**config.mk**
```make
export PLATFORM = sky130hd
export DESIGN_NAME = muldiv_seq
export DESIGN_NICKNAME = d
export VERILOG_FILES = /design/src/rtl/muldiv_seq.sv
export SDC_FILE = /design/constraint.sdc
export NUM_CORES = 1
export LEC_CHECK = 0
export CAP_MARGIN = 0
export CORE_ASPECT_RATIO = 1.2
export CORE_MARGIN = 3
export CORE_UTILIZATION = 53
export DETAILED_ROUTE_END_ITERATION = 10
export HOLD_SLACK_MARGIN = 0.05
export PLACE_DENSITY_LB_ADDON = 0.25
export SLEW_MARGIN = 20
export SYNTH_ARGS = -nofsm -noshare
export SYNTH_HDL_FRONTEND = slang
export SYNTH_SLANG_ARGS = --single-unit
```
**constraint.sdc**
```tcl
create_clock -name clk_i -period 9.1 [get_ports clk_i]
set_clock_uncertainty 0.15 [all_clocks]
set_input_delay 1.82 -clock clk_i [delete_from_list [all_inputs] [get_ports clk_i]]
set_output_delay 1.82 -clock clk_i [all_outputs]
set_load 0.05 [all_outputs]
```
**src/rtl/muldiv_seq.sv**
```systemverilog
// Iterative RV32M multiply/divide sequencer: shift-add multiply, restoring divide, valid/ready result.
// Optional build macro MULDIV_RADIX4_MUL_EN retires two multiplier bits per CALC cycle.

module muldiv_seq #(
  parameter int XLEN = 32
) (
  input  logic            clk_i,
  input  logic            rst_i,
  input  logic            req_valid_i,
  output logic            req_ready_o,
  input  logic [2:0]      op_i,
  input  logic [XLEN-1:0] operand1_i,
  input  logic [XLEN-1:0] operand2_i,
  input  logic            flush_i,
  output logic            res_valid_o,
  input  logic            res_ready_i,
  output logic [XLEN-1:0] result_o,
  output logic            busy_o
);

  localparam int CNT_W = $clog2(XLEN) + 1;

  localparam logic [2:0] OP_MUL    = 3'b000;
  localparam logic [2:0] OP_MULH   = 3'b001;
  localparam logic [2:0] OP_MULHSU = 3'b010;
  localparam logic [2:0] OP_MULHU  = 3'b011;
  localparam logic [2:0] OP_DIV    = 3'b100;
  localparam logic [2:0] OP_DIVU   = 3'b101;
  localparam logic [2:0] OP_REM    = 3'b110;
  localparam logic [2:0] OP_REMU   = 3'b111;

  localparam logic [XLEN-1:0] INT_MIN  = {1'b1, {(XLEN-1){1'b0}}};
  localparam logic [XLEN-1:0] ALL_ONES = {XLEN{1'b1}};
  localparam logic [XLEN-1:0] ZERO     = {XLEN{1'b0}};

  typedef enum logic [1:0] {
    S_IDLE = 2'd0,
    S_CALC = 2'd1,
    S_FIX  = 2'd2,
    S_DONE = 2'd3
  } state_e;

  function automatic logic [XLEN-1:0] cond_neg(input logic [XLEN-1:0] v, input logic neg);
    cond_neg = neg ? (~v + {{(XLEN-1){1'b0}}, 1'b1}) : v;
  endfunction

  function automatic logic [2*XLEN-1:0] cond_neg2(input logic [2*XLEN-1:0] v, input logic neg);
    cond_neg2 = neg ? (~v + {{(2*XLEN-1){1'b0}}, 1'b1}) : v;
  endfunction

  state_e            state_q, state_d;
  logic [2:0]        op_q, op_d;
  logic [XLEN-1:0]   opb_q, opb_d;       // multiplicand (mul) or divisor (div) magnitude
  logic [2*XLEN-1:0] acc_q, acc_d;       // {hi, lo}: product, or {remainder, dividend/quotient}
  logic              neg_q, neg_d;
  logic [CNT_W-1:0]  cnt_q, cnt_d;
  logic [XLEN-1:0]   result_q, result_d;
  logic              res_valid_q, res_valid_d;
  logic              req_ready_q, req_ready_d;
  logic              busy_q, busy_d;

  logic              accept_s;
  logic              sgn1_s, sgn2_s;
  logic              neg1_s, neg2_s;
  logic [XLEN-1:0]   mag1_s, mag2_s;
  logic              res_neg_s;
  logic              div_zero_s, ovf_s;
  logic [XLEN-1:0]   special_res_s;
  logic [CNT_W-1:0]  cnt_load_s;
  logic [2*XLEN-1:0] mul_acc_s, div_acc_s, prod_s;
  logic [XLEN:0]     rem_sh_s;
  logic              div_ge_s;
  logic [XLEN-1:0]   div_diff_s;
  logic [XLEN-1:0]   fix_res_s;
`ifdef MULDIV_RADIX4_MUL_EN
  logic [XLEN+1:0]   pp_s;
  logic [XLEN+1:0]   mul_sum_s;
`else
  logic [XLEN:0]     mul_sum_s;
`endif

  assign accept_s = req_valid_i & req_ready_q & ~flush_i;

  // Operand signedness decode for the incoming request.
  always_comb begin
    sgn1_s = 1'b0;
    sgn2_s = 1'b0;
    case (op_i)
      OP_MUL, OP_MULH, OP_DIV, OP_REM: begin
        sgn1_s = 1'b1;
        sgn2_s = 1'b1;
      end
      OP_MULHSU: begin
        sgn1_s = 1'b1;
        sgn2_s = 1'b0;
      end
      default: begin
        sgn1_s = 1'b0;
        sgn2_s = 1'b0;
      end
    endcase
  end

  assign neg1_s     = sgn1_s & operand1_i[XLEN-1];
  assign neg2_s     = sgn2_s & operand2_i[XLEN-1];
  assign mag1_s     = cond_neg(operand1_i, neg1_s);
  assign mag2_s     = cond_neg(operand2_i, neg2_s);
  assign res_neg_s  = (op_i[2] & op_i[1]) ? neg1_s : (neg1_s ^ neg2_s);
  assign div_zero_s = op_i[2] & (operand2_i == ZERO);
  assign ovf_s      = ((op_i == OP_DIV) | (op_i == OP_REM)) &
                      (operand1_i == INT_MIN) & (operand2_i == ALL_ONES);

  // Results that bypass iteration: divide-by-zero and signed overflow.
  always_comb begin
    special_res_s = ZERO;
    if (div_zero_s) begin
      special_res_s = op_i[1] ? operand1_i : ALL_ONES;
    end else begin
      special_res_s = op_i[1] ? ZERO : INT_MIN;
    end
  end

`ifdef MULDIV_RADIX4_MUL_EN
  assign cnt_load_s = op_i[2] ? CNT_W'(XLEN) : CNT_W'(XLEN / 2);
  assign pp_s       = (acc_q[0] ? {2'b00, opb_q} : {(XLEN+2){1'b0}}) +
                      (acc_q[1] ? {1'b0, opb_q, 1'b0} : {(XLEN+2){1'b0}});
  assign mul_sum_s  = {2'b00, acc_q[2*XLEN-1:XLEN]} + pp_s;
  assign mul_acc_s  = {mul_sum_s, acc_q[XLEN-1:2]};
`else
  assign cnt_load_s = CNT_W'(XLEN);
  assign mul_sum_s  = {1'b0, acc_q[2*XLEN-1:XLEN]} +
                      (acc_q[0] ? {1'b0, opb_q} : {(XLEN+1){1'b0}});
  assign mul_acc_s  = {mul_sum_s, acc_q[XLEN-1:1]};
`endif

  // Restoring step: the true difference is below the divisor, so XLEN bits hold it.
  assign rem_sh_s   = {acc_q[2*XLEN-1:XLEN], acc_q[XLEN-1]};
  assign div_ge_s   = rem_sh_s >= {1'b0, opb_q};
  assign div_diff_s = rem_sh_s[XLEN-1:0] - opb_q;
  assign div_acc_s  = div_ge_s ? {div_diff_s, acc_q[XLEN-2:0], 1'b1}
                               : {rem_sh_s[XLEN-1:0], acc_q[XLEN-2:0], 1'b0};

  assign prod_s = cond_neg2(acc_q, neg_q);

  // Sign fix-up and result selection in FIX.
  always_comb begin
    fix_res_s = ZERO;
    case (op_q)
      OP_MUL:                       fix_res_s = prod_s[XLEN-1:0];
      OP_MULH, OP_MULHSU, OP_MULHU: fix_res_s = prod_s[2*XLEN-1:XLEN];
      OP_DIV, OP_DIVU:              fix_res_s = cond_neg(acc_q[XLEN-1:0], neg_q);
      OP_REM, OP_REMU:              fix_res_s = cond_neg(acc_q[2*XLEN-1:XLEN], neg_q);
      default:                      fix_res_s = ZERO;
    endcase
  end

  // Next-state and datapath control; flush dominates every non-IDLE transition.
  always_comb begin
    state_d     = state_q;
    op_d        = op_q;
    opb_d       = opb_q;
    acc_d       = acc_q;
    neg_d       = neg_q;
    cnt_d       = cnt_q;
    result_d    = result_q;
    res_valid_d = res_valid_q;
    case (state_q)
      S_IDLE: begin
        if (accept_s) begin
          op_d  = op_i;
          neg_d = res_neg_s;
          if (op_i[2]) begin
            opb_d = mag2_s;
            acc_d = {ZERO, mag1_s};
          end else begin
            opb_d = mag1_s;
            acc_d = {ZERO, mag2_s};
          end
          if (div_zero_s | ovf_s) begin
            state_d     = S_DONE;
            result_d    = special_res_s;
            res_valid_d = 1'b1;
            cnt_d       = {CNT_W{1'b0}};
          end else begin
            state_d = S_CALC;
            cnt_d   = cnt_load_s;
          end
        end else begin
          state_d = S_IDLE;
        end
      end
      S_CALC: begin
        if (flush_i) begin
          state_d     = S_IDLE;
          res_valid_d = 1'b0;
          cnt_d       = {CNT_W{1'b0}};
        end else begin
          acc_d = op_q[2] ? div_acc_s : mul_acc_s;
          cnt_d = cnt_q - CNT_W'(1);
          if (cnt_q == CNT_W'(1)) begin
            state_d = S_FIX;
          end else begin
            state_d = S_CALC;
          end
        end
      end
      S_FIX: begin
        if (flush_i) begin
          state_d     = S_IDLE;
          res_valid_d = 1'b0;
        end else begin
          state_d     = S_DONE;
          result_d    = fix_res_s;
          res_valid_d = 1'b1;
        end
      end
      S_DONE: begin
        if (flush_i) begin
          state_d     = S_IDLE;
          res_valid_d = 1'b0;
        end else if (res_ready_i) begin
          state_d     = S_IDLE;
          res_valid_d = 1'b0;
        end else begin
          state_d = S_DONE;
        end
      end
      default: begin
        state_d     = S_IDLE;
        res_valid_d = 1'b0;
      end
    endcase
    req_ready_d = (state_d == S_IDLE);
    busy_d      = (state_d != S_IDLE);
  end

  // State and output registers.
  always_ff @(posedge clk_i) begin
    if (rst_i) begin
      state_q     <= S_IDLE;
      op_q        <= 3'b000;
      opb_q       <= ZERO;
      acc_q       <= {(2*XLEN){1'b0}};
      neg_q       <= 1'b0;
      cnt_q       <= {CNT_W{1'b0}};
      result_q    <= ZERO;
      res_valid_q <= 1'b0;
      req_ready_q <= 1'b1;
      busy_q      <= 1'b0;
    end else begin
      state_q     <= state_d;
      op_q        <= op_d;
      opb_q       <= opb_d;
      acc_q       <= acc_d;
      neg_q       <= neg_d;
      cnt_q       <= cnt_d;
      result_q    <= result_d;
      res_valid_q <= res_valid_d;
      req_ready_q <= req_ready_d;
      busy_q      <= busy_d;
    end
  end

  assign req_ready_o = req_ready_q;
  assign res_valid_o = res_valid_q;
  assign result_o    = result_q;
  assign busy_o      = busy_q;

endmodule

```
==> metrics.txt, run 1 <==
Inserted Diodes 0; hold buffer count at cts 0; worst-margin pin slew 1.07 ns; count of final setup violators 0; Die Area 0.0286 mm²; # H-tree levels 4; critical path capture point type flop; number of global-route vias before repair about 15k; Setup Buffers After CTS 0; Top FF cell, synth sky130_fd_sc_hd__dfxtp_1; required time of the critical path 9.23 ns; Slew Limit Headroom 0.271; latest clock arrival within the worst-skew pair 0.44 ns; deepest clock path buffer count 2; largest area contributor in the synthesized netlist sky130_fd_sc_hd__dfxtp_1; kind of critical path input port to flop; synthesized cell area 0.0141 mm²; placed wire-length estimate 44,000 µm; DR pass1 iterations 8; TritonCTS Buffers 17; multi-input gate area in the final layout 0.0105 mm²; final setup slack of the worst path approximately 3.0 ns; highest metal layer with signal wires met4; Hold Crit Class flop to flop; Yosys warning total 0; unrepaired setup endpoints after global routing no; asr flop ratio synth 0; via-per-instance ratio 6.76; Synthesized Nets 2,181; reg-to-reg endpoint acc_q[60]; Worst R2R Start acc_q[0]; synthesized instance count 2,036; pin count of the biggest net entering global routing between 80 and 90; fin crit period 6.09 ns; Final Power 2.46 mW; share of cells above drive strength 1 0.0412; Hold Path End opb_q[3]; syn avg cell area 6.93 µm²; static leakage 5.98 nW; width of the die between 150 and 200 µm; antenna violations before repair 0; result of the run finished clean; DRC violation count after routing 0; share of the synthesized area in the top cell type 0.203; total of cells resized after clock tree synthesis 0; final wirelength roughly 57,000 µm; IR Drop Worst-Case VDD 0.122 mV; Final Slew Violations 0; worst hold path stage count 2; total number of nets in the final design 2,194; grt total ovfl 0; post-route ant nets 0; top-level I/O count 107; Initial Util 0.545; data arrival time at the worst-slack endpoint slightly above 6 ns; max cap viols 0; number of vias in the routed layout 16.2k; worst min-delay path startpoint opb_q[3]; number of port buffers 106; share of the yosys chip area belonging to registers 0.203; floorplan row count 64; worst reg-to-reg path cell count 14; Layout Area Growth over Synthesis 12.4%; Setup TNS 0 ns; number of fill cells in the layout about 2.4k; DIE HEIGHT 185 µm; achievable frequency 164 MHz; Core Box Area 0.0259 mm²; hold slack final approximately 0.31 ns; met1 layer wirelength in the final routing ~22,000 µm; CTS tree yes; number of hold-slack violations in the final timing report 0; root buffer selected by CTS sky130_fd_sc_hd__clkbuf_16; fin crit share 0.669; post-DR wirelength/cell 23.8 µm; Placer Congestion roughly 1.0; register-to-register setup slack 4.66 ns; sinks on the clock net 143; total power density per cell area roughly 150 mW/mm²; dpl ws 2.75 ns; Met2 Routed Length 24,400 µm; EDFF count, synth 0; Reg clk slew, reported paths about 0.06 ns; GRT Overall Usage 0.387; Critical Path Start Type input port; wire length on met3 6130 µm; Iteration-0 DRC Markers 2,301; register bit total from synthesis roughly 140; count of unique library cells instantiated by Yosys 69; global-route wire length before repair 86,300 µm; area taken by flip-flops and latches between 0.002 and 0.003 mm²; top cells by area in the synthesized netlist sky130_fd_sc_hd__dfxtp_1 (20%), sky130_fd_sc_hd__nor2_1 (6.9%), sky130_fd_sc_hd__a21oi_1 (6.6%), sky130_fd_sc_hd__ha_1 (6.3%), sky130_fd_sc_hd__o21ai_0 (6.2%); maximum fanout along the worst path 48
-- cell usage after synthesis, types with 19 or more instances --
library cell	count
sky130_fd_sc_hd__o22ai_1	23
sky130_fd_sc_hd__nand2_1	215
sky130_fd_sc_hd__inv_1	70
sky130_fd_sc_hd__nand4_1	24
sky130_fd_sc_hd__nand3_1	28
sky130_fd_sc_hd__mux2i_1	50
sky130_fd_sc_hd__xnor2_1	83
sky130_fd_sc_hd__o211ai_1	45
sky130_fd_sc_hd__xor2_1	75
sky130_fd_sc_hd__dfxtp_1	143
sky130_fd_sc_hd__nor2_1	259
sky130_fd_sc_hd__a31oi_1	29
sky130_fd_sc_hd__o21ai_0	174
sky130_fd_sc_hd__ha_1	71
sky130_fd_sc_hd__or3_1	22
sky130_fd_sc_hd__a21o_1	23
sky130_fd_sc_hd__nor3_1	56
sky130_fd_sc_hd__a21oi_1	187
sky130_fd_sc_hd__clkbuf_1	119
sky130_fd_sc_hd__o31ai_1	31
sky130_fd_sc_hd__a211oi_1	33
sky130_fd_sc_hd__nand2b_1	19
-- metal layers --
| layer | track usage | vias to the layer above |
|---|---|---|
| li1 | - | 7449 |
| met1 | 0.509 | 7546 |
| met2 | 0.586 | 1000 |
| met3 | 0.0672 | 172 |
| met4 | 0.243 | 0 |
| met5 | 0 | - |
-- area by class of cell --
class                   count  share of cell area
inverters                  71              0.0168
multi-input cells        1686               0.661
clock inverters            13              0.0103
flip-flops and latches    143               0.181
clock buffers              18              0.0277
repair buffers            130              0.0778
well taps                 330              0.0261
-- sequential cells by signal, summed over array words and instances (netlist names) --
signal,count
cnt_q,6
opb_q,32
acc_q,64
res_valid_o,1
result_o,32
neg_q,1
req_ready_o,1
op_q,3
busy_o,1
state_q,2
-- worst max-delay path by stage --
stage | from | endpoint | slack (ns) | cells after the start
global placement | operand2_i[5] | result_o[17] | 2.87 | 11
CTS | operand2_i[5] | result_o[5] | 3.17 | 11
floorplan | operand1_i[11] | result_o[17] | 4.48 | 12
detailed placement | operand2_i[5] | result_o[5] | 2.75 | 11
global route | operand2_i[5] | result_o[5] | 2.73 | 11
finish | operand2_i[5] | result_o[5] | 3.01 | 11
-- stage by stage --
step                utilization  instances  cell area, µm²
detailed placement        0.589       2360           15200
CTS                       0.612       2391           15800
finish                    0.613       2391           15800
global route              0.613       2391           15800
floorplan                     -       2036           14100
global placement          0.589       2360           15200
-- worst max-delay path, stage by stage --
cell                              delay, ns
sky130_fd_sc_hd__clkdlybuf4s50_1       0.48
sky130_fd_sc_hd__or4_1                 0.61
sky130_fd_sc_hd__nor4_1                0.61
sky130_fd_sc_hd__nand3_1               0.17
sky130_fd_sc_hd__nor4_1                0.89
sky130_fd_sc_hd__o21bai_1              0.25
sky130_fd_sc_hd__and2_1                0.22
sky130_fd_sc_hd__or2_2                 0.71
sky130_fd_sc_hd__o211ai_1              0.21
sky130_fd_sc_hd__a21oi_1               0.17
sky130_fd_sc_hd__nor3_1                0.06
-- cell usage in the layout, fill, tap and decap left out, types with 7 or more instances in the layout --
| cell type | n |
|---|---|
| sky130_fd_sc_hd__and2_1 | 14 |
| sky130_fd_sc_hd__nand3_1 | 28 |
| sky130_fd_sc_hd__nand2_1 | 214 |
| sky130_fd_sc_hd__a22oi_1 | 16 |
| sky130_fd_sc_hd__a21boi_0 | 7 |
| sky130_fd_sc_hd__nor4_1 | 17 |
| sky130_fd_sc_hd__nor2b_1 | 10 |
| sky130_fd_sc_hd__or3_1 | 22 |
| sky130_fd_sc_hd__xor2_1 | 75 |
| sky130_fd_sc_hd__a221oi_1 | 9 |
| sky130_fd_sc_hd__o21bai_1 | 12 |
| sky130_fd_sc_hd__a31oi_1 | 29 |
| sky130_fd_sc_hd__o211ai_1 | 45 |
| sky130_fd_sc_hd__or4_1 | 12 |
| sky130_fd_sc_hd__a311oi_1 | 15 |
| sky130_fd_sc_hd__buf_4 | 25 |
| sky130_fd_sc_hd__mux2i_1 | 50 |
| sky130_fd_sc_hd__nand2b_1 | 19 |
| sky130_fd_sc_hd__nand4_1 | 24 |
| sky130_fd_sc_hd__inv_1 | 70 |
| sky130_fd_sc_hd__a21o_1 | 23 |
| sky130_fd_sc_hd__o41ai_1 | 17 |
| sky130_fd_sc_hd__nand3b_1 | 9 |
| sky130_fd_sc_hd__o31ai_1 | 31 |
| sky130_fd_sc_hd__xnor2_1 | 83 |
| sky130_fd_sc_hd__clkbuf_16 | 17 |
| sky130_fd_sc_hd__o221ai_1 | 8 |
| sky130_fd_sc_hd__o21ai_0 | 174 |
| sky130_fd_sc_hd__a211oi_1 | 33 |
| sky130_fd_sc_hd__clkdlybuf4s50_1 | 104 |
| sky130_fd_sc_hd__dfxtp_1 | 141 |
| sky130_fd_sc_hd__nor2_1 | 258 |
| sky130_fd_sc_hd__o22ai_1 | 23 |
| sky130_fd_sc_hd__nor3_1 | 56 |
| sky130_fd_sc_hd__a21oi_1 | 187 |
| sky130_fd_sc_hd__and3_1 | 8 |
| sky130_fd_sc_hd__ha_1 | 71 |
-- where the power goes --
| part | switching (mW) | total [mW] | internal [mW] |
|---|---|---|---|
| combinational | 0.628 | 0.963 | 0.336 |
| clock | 0.304 | 0.742 | 0.438 |
| sequential | 0.0787 | 0.750 | 0.671 |
| total | 1.01 | 2.46 | 1.44 |
-- logic make-up (layout without fill, tap and decap cells) --
group,Yosys count,after routing,synth area share
compound gates,689,689,0.309
mux,54,54,0.0387
xor+xnor,158,158,0.0981
flops,143,143,0.203
simple gates,712,712,0.230
fa+ha+maj,73,73,0.0658
buf+inv,207,232,0.0562
Note: power is estimated with default switching activity, not from simulation.
==> run 2: changes to the inputs <==
==> constraint.sdc (replaced) <==
create_clock -name clk_i -period 6.2 [get_ports clk_i]
set_clock_uncertainty 0.15 [all_clocks]
set_input_delay 1.24 -clock clk_i [delete_from_list [all_inputs] [get_ports clk_i]]
set_output_delay 1.24 -clock clk_i [all_outputs]
set_load 0.05 [all_outputs]
==> run 2 against run 1 <==
Net effect:
- design area up 0.21%
- sequential power up 47%
- clock power up 34%
- register-to-register slack worse by 3.1 ns
- sequential share of layout area about the same
- setup slack worse by 1.7 ns
- total power up 43%
- critical endpoint is now result_o[2]
- largest power group unchanged
==> metrics.txt, run 2 (synthesis gave the netlist of run 1 again) <==
part of the total power dissipated in sequential elements 0.312 (was 0.305); CP peak stage delay 0.61 ns (was 0.89 ns); total number of nets in the final design 2,206 (was 2,194); max cap viols 0 (unchanged); critical path capture point type flop (unchanged); result of the run finished clean (unchanged); achievable frequency 202 MHz; fin crit share 0.797; count of final setup violators 0 (unchanged); pin count of the biggest net entering global routing 75 (was 83); Initial Util 0.545 (unchanged); register-to-register setup slack 1.58 ns (was 4.66 ns); CTS tree yes (unchanged); worst-margin pin slew 1.23 ns (was 1.07 ns); latest clock arrival within the worst-skew pair 0.45 ns (was 0.44 ns); Final Slew Violations 0 (unchanged); number of flip-flops in the largest register 64 (unchanged); Layout Cells excl Fill 2,404 (was 2,391); global-route wire length before repair 87,300 µm (was 86,300 µm); number of port buffers 106 (unchanged); top-level I/O count 107 (unchanged); static leakage 6.00 nW (was 5.98 nW); root buffer selected by CTS sky130_fd_sc_hd__clkbuf_16 (unchanged); width of the die 155 µm (unchanged); hold buffer count at cts 0 (unchanged); unrepaired setup endpoints after global routing no (unchanged); Die Area 0.0286 mm² (unchanged); number of global-route vias before repair 14.7k (about the same); Placer Congestion 1.05 (was 1.02); post-DR wirelength/cell 24.1 µm (was 23.8 µm); fraction of the core area covered by cells at the end of the flow 0.614 (was 0.613); via-per-instance ratio 6.71 (was 6.76); relative contribution of the clock network to total power 0.282 (was 0.302); Layout Area Growth over Synthesis 12.6% (was 12.4%); Reg clk slew, reported paths 0.06 ns (about the same); floorplan row count 64 (unchanged); sinks on the clock net 143 (unchanged); Setup Buffers After CTS 0 (unchanged); kind of critical path input port to flop (unchanged); data arrival time at the worst-slack endpoint 5.13 ns (was 6.22 ns); total power density per cell area 221 mW/mm² (was 155 mW/mm²); fin crit period 4.94 ns; Top reg by flops acc_q (unchanged); number of vias in the routed layout 16.1k (was 16.2k); Core Box Area 0.0259 mm² (unchanged); DR pass1 iterations 6 (was 8); total of cells resized after clock tree synthesis 0 (unchanged); number of placed instances with taps included 2,372 (was 2,360); GRT Overall Usage 0.392 (was 0.387); Inserted Diodes 0 (unchanged); antenna violations before repair 0 (unchanged); Critical Path Start Type input port (unchanged); IR Drop Worst-Case VDD 0.196 mV (was 0.122 mV); number of hold-slack violations in the final timing report 0 (unchanged); switching power summed over all nets 1.50 mW (was 1.01 mW); share of cells above drive strength 1 0.0468 (was 0.0412); DIE HEIGHT 185 µm (unchanged); net switching fraction of the power 0.426 (was 0.412); Hold Crit Class flop to flop (unchanged); # H-tree levels 4 (unchanged); grt total ovfl 0 (unchanged); deepest clock path buffer count 2 (unchanged); library cell appearing most often on the critical path sky130_fd_sc_hd__or4_1 (was sky130_fd_sc_hd__nor4_1); most common cell after layout, fill and taps aside sky130_fd_sc_hd__nor2_1 (unchanged); combinational fraction of design power 0.405 (was 0.392); Setup TNS 0 ns (unchanged); placed wire-length estimate 45,000 µm (was 44,000 µm); commonest cells after routing, fill and taps aside sky130_fd_sc_hd__nor2_1 (257), sky130_fd_sc_hd__nand2_1 (214), sky130_fd_sc_hd__a21oi_1 (187) (was sky130_fd_sc_hd__nor2_1 (258), sky130_fd_sc_hd__nand2_1 (214), sky130_fd_sc_hd__a21oi_1 (187)); DRC violation count after routing 0 (unchanged); master of the slowest instance on the critical path sky130_fd_sc_hd__or4_1 (was sky130_fd_sc_hd__nor4_1); Critical Path, Cell by Cell clkdlybuf4s50_1 > or4_1 > or4_1 > nor3_1 > nand2_1 > o21bai_1 > and2_1 > or2_2 > buf_4 > nor2_1 > a311oi_1 (was clkdlybuf4s50_1 > or4_1 > nor4_1 > nand3_1 > nor4_1 > o21bai_1 > and2_1 > or2_2 > o211ai_1 > a21oi_1 > nor3_1); required time of the critical path 6.39 ns (was 9.23 ns); maximum fanout along the worst path 41 (was 48); Slew Limit Headroom 0.169 (was 0.271); final wirelength 57,800 µm (was 57,000 µm); post-route ant nets 0 (unchanged); Iteration-0 DRC Markers 2,157 (was 2,301); Internal Power 2.01 mW (was 1.44 mW); TritonCTS Buffers 17 (unchanged)
-- run 2: area by class of cell --
cell class	count	area, µm²
clock buffer	19	443
multi-input combinational	1686	10500
clock inverter	13	106
timing repair buffer	142	1320
sequential	143	2870
inverter	71	267
fill	2475	9980
tap	330	413
-- run 2: through the flow --
step	total power, mW	instance area, µm²	setup slack, ns	hold WS [ns]
final	3.51	15900	1.26	0.303
after global routing	3.66	15900	0.967	0.325
after detailed placement	2.48	15300	0.862	0.296
after floorplan	2.03	14100	2.16	0.282
after CTS	3.46	15900	1.31	0.303
after global placement	2.47	15300	0.978	0.289
-- run 2: worst paths after layout --
check / startpoint / end / cells after the start
min: opb_q[20] / opb_q[20] / 2
max: operand1_i[9] / result_o[2] / 11
min reg2reg: opb_q[20] / opb_q[20] / 2
max reg2reg: acc_q[44] / acc_q[40] / 11
-- run 2: per-layer routing --
metal | global-route usage | part of all wire | vias to the layer above
li1 | - | - | 7476
met1 | 0.513 | 0.40 | 7537
met2 | 0.603 | 0.43 | 934
met3 | 0.0625 | 0.096 | 190
met4 | 0.245 | 0.075 | 0
met5 | 0 | 0 | -
-- run 2: power groups by stage --
stage	Clock (mW)	Combinational [mW]	Sequential, mW
after detailed placement	0	1.37	1.11
after floorplan	0	0.946	1.08
after global routing	1.03	1.53	1.10
final	0.991	1.42	1.10
after CTS	0.992	1.38	1.09
after global placement	0	1.36	1.11
-- run 2: critical path, delay by kind of cell --
kind	cells	cell delay [ns]
buffers and inverters	2	0.80
AOI/OAI and AO/OA	2	0.47
and+or+nand+nor	7	2.61
==> patch 1: new RTL, config.mk and constraints of run 2 <==
Encoding of `state_e`: now Gray code (2 bits for 4 states).
--- a/src/rtl/muldiv_seq.sv
+++ b/src/rtl/muldiv_seq.sv
@@ -35,8 +35,8 @@
 
   typedef enum logic [1:0] {
-    S_IDLE = 2'd0,
-    S_CALC = 2'd1,
-    S_FIX  = 2'd2,
-    S_DONE = 2'd3
+    S_IDLE = 2'b00,
+    S_CALC = 2'b01,
+    S_FIX  = 2'b11,
+    S_DONE = 2'b10
   } state_e;
 
Function: same outputs for any inputs over 4 cycles, from zero or initial values and one cycle with rst_i high; so few cycles prove little.
==> patch 1 against run 2 <==
Core utilization barely moved; final area about the same; synthesized cell count decreased by 1.3%; sequential cell count did not move; power is 9.3% lower; synthesized area grew 0.23%; worst setup slack improved by 0.12 ns; wire length shrank 1.0%.
==> patch 1: results (changes against run 2) <==
[status]
status=complete, no violations

[timing]
relSlewSlack=0.306  ; +0.137

[setup_path]
critical-path-slowest-cell=clkdlybuf4s50_1
worstReg2RegStart=acc_q[0]$_SDFFE_PP0P_
r2r_cells=13  ; +2
worstPathArrival_ns=4.96  ; -0.17 ns
critPathMaxFanout=31  ; -24%
r2r_slack_ns=1.55  ; -0.03 ns

[placement]
place.gp.congestion=1.05  ; +0.46%
placed_cells=2336  ; -1.5%
dpl.hpwl_um=44900  ; -0.21%

[routing]
drt_iter0_drc=2118  ; -1.8%
wl_per_cell_um=24.2  ; +0.47%
via_count=16100  ; +0.031%

[hold_path]
hp-start=opb_q[26]$_SDFFE_PP0P_
whs_endpoint=opb_q[26]$_SDFFE_PP0P_

[finish]
fin_nets=2170  ; -1.6%
layout-drive-gt1-share=0.0505  ; +0.00377

[global_routing]
grt_pass1_wl_um=87600  ; +0.29%
grt_pass1_vias=15100  ; +3.1%
antenna_found_initial=1  ; +1
track_usage=0.390  ; -0.00190

[synthesis]
synth.area.top_cells=dfxtp_1 (20%), nor2_1 (7.1%), a21oi_1 (6.7%)
synthDistinctLibCells=85  ; +23%

[power]
leakage_nw=6.02  ; +0.20%
peakVddDrop_uv=201  ; +2.5%

## patch 1: cell count changes after synthesis, sizes merged, moves of 8 or more
cell,delta
nand2,-43
nor3,+20
nor2,+9
o22ai,-8
o21bai,-11
a221o,+15
o21ai,-38
nand3,+10
a211oi,+13
a22oi,-10
## patch 1: stage by stage
step           setup slack (ns)  power [mW]  cell area (µm²)  hold slack (ns)
2_1_floorplan              2.25        1.74            14100            0.282
3_3_place_gp               1.12        2.09            15300            0.295
3_5_place_dp               1.06        2.10            15300            0.298
4_1_cts                    1.52        3.14            15900            0.308
5_1_grt                    1.24        3.30            15900            0.321
6_report                   1.38        3.18            15900            0.307
## patch 1: worst max-delay path: cells and delay by family
kind            cells  cell delay, ns
simple gates        5            1.80
buf+inv             2            0.87
compound gates      4            1.05
## patch 1: final cells by class
type,count,area [µm²]
Inverter,75,282
Sequential cell,143,2870
Clock inverter,14,150
Multi-Input combinational cell,1656,10500
Fill cell,2441,9970
Timing Repair Buffer,132,1250
Clock buffer,18,439
Tap cell,330,413
## patch 1: worst max path at each step
stage	start	to	slack, ns
final	operand1_i[24]	result_o[2]$_SDFFE_PP0P_	1.38
after detailed placement	operand1_i[0]	result_o[2]$_SDFFE_PP0P_	1.06
after floorplan	operand1_i[1]	result_o[5]$_SDFFE_PP0P_	2.25
after global routing	operand1_i[0]	result_o[4]$_SDFFE_PP0P_	1.24
after CTS	operand1_i[0]	result_o[2]$_SDFFE_PP0P_	1.52
after global placement	operand1_i[24]	result_o[12]$_SDFFE_PP0P_	1.12
## patch 1: power breakdown
| part | internal [mW] | switching [mW] | total (mW) |
|---|---|---|---|
| Combinational | 0.382 | 0.693 | 1.07 |
| Sequential | 0.965 | 0.0726 | 1.04 |
| Clock | 0.579 | 0.490 | 1.07 |
## patch 1: logic make-up (layout without fill, tap and decap cells)
family | after synthesis | after routing | share of synthesized area
compound gates | 641 | 641 | 0.292
xor+xnor | 160 | 160 | 0.0991
fa+ha+maj | 73 | 73 | 0.0657
buf+inv | 211 | 239 | 0.0580
flops | 143 | 143 | 0.203
mux | 59 | 59 | 0.0421
simple gates | 723 | 723 | 0.241
## patch 1: per-layer routing
layer  up-vias  wire (µm)  part of all wire  global-route usage
met4         2       4470             0.078               0.244
met1      7565      21300              0.37               0.465
met2       944      26500              0.46               0.654
met3       236       4970             0.087              0.0654
li1       7395          -                 -                   -
met5         -         13           0.00023                   0
==> patch 2: new RTL, settings of run 2 <==
Made on the original files. The parameter `XLEN` goes from 32 to 16.
--- a/src/rtl/muldiv_seq.sv
+++ b/src/rtl/muldiv_seq.sv
@@ -3,5 +3,5 @@
 
 module muldiv_seq #(
-  parameter int XLEN = 32
+  parameter int XLEN = 16
 ) (
   input  logic            clk_i,
Ports: changed (resized operand1_i, operand2_i and result_o); port bits go from 107 to 59. No check against the original RTL was run, so the function may have changed too.
==> patch 2 against run 2 <==
Worst setup slack gained 0.53 ns; final area shrank 48%; sequential cell count shrank 65; sequential share of layout area grew 1.0 points; power shrank 27%; wire length shrank 61%; synthesized area shrank 48%; first-iteration DRC count shrank 66%; combinational power shrank 8%; clock power shrank 42%; core utilization shrank 0.078 points; largest power group unchanged; highest routed layer unchanged.
==> patch 2: results (changes against run 2) <==
[finish]
largest_reg_flops=32  ; -50%
num-multi-input-gates=831  ; -51%
multi_input_area_um2=5310  ; -49%
clkCellAreaFrac=0.0381  ; +0.00346
final_cells=1199  ; -50%
buffer_area_frac=0.0776  ; -0.00573
num-nonclk-buffers=66  ; -54%

[routing]
wl_met2_um=10400  ; -59%
wl_met1_um=9370  ; -59%
wl_per_cell_um=18.8  ; -22%
wl_met3_um=1730  ; -69%

[global_routing]
grt_max_degree=65  ; -13%
grt.met3_usage=0.0469  ; -0.0155

[placement]
port_buffers=58  ; -45%
place_ws_ns=1.53  ; +0.665 ns
place.gp.congestion=0.987  ; -5.9%

[timing]
max_freq_mhz=227  ; +12%
holdWs_ns=0.303  ; +0.000416 ns

[setup_path]
worstPathArrival_ns=4.47  ; -0.66 ns
critPathMaxFanout=42  ; +2.4%
startpoint=op_i[2]
setup.worst_path.end=result_o[4]$_SDFFE_PP0P_
critPathTopFamily=compound AO/OA/AOI/OAI gates
r2r_slack_ns=2.50  ; +0.92 ns

[synthesis]
synth_top_area_share=0.215  ; +0.0115
syn_avg_cell_area_um2=7.19  ; +3.8%
synthDistinctLibCells=77  ; +12%

[hold_path]
whs_endpoint=opb_q[7]$_SDFFE_PP0P_

[status]
status=complete, no violations

[power]
switching_share=0.437  ; +0.0108

[clock_tree]
clk_latency_ns=0.35  ; -0.10 ns

-- patch 2: changes by cell type in the layout (fill, tap and decap cells not counted), moves of 30 or more --
| cell | run 2 | this run |
|---|---|---|
| ha_1 | 71 | 39 |
| dfxtp_1 | 141 | 77 |
| clkdlybuf4s50_1 | 104 | 57 |
| a21oi_1 | 187 | 85 |
| xnor2_1 | 83 | 45 |
| xor2_1 | 75 | 28 |
| o21ai_0 | 174 | 52 |
| o211ai_1 | 45 | 15 |
| nand2_1 | 214 | 109 |
| nor2_1 | 257 | 140 |
-- patch 2: power groups by stage --
stage	Sequential (mW)	Clock (mW)	Combinational, mW
after floorplan	0.718	0	0.941
after global placement	0.701	0	1.26
after detailed placement	0.703	0	1.27
after CTS	0.693	0.586	1.28
after global routing	0.712	0.601	1.42
final	0.698	0.579	1.30
-- patch 2: logic make-up after synthesis --
family          synth area share
compound gates             0.273
flops                      0.215
xor+xnor                  0.0878
buf+inv                   0.0567
fa+ha+maj                 0.0725
mux                       0.0591
simple gates               0.236
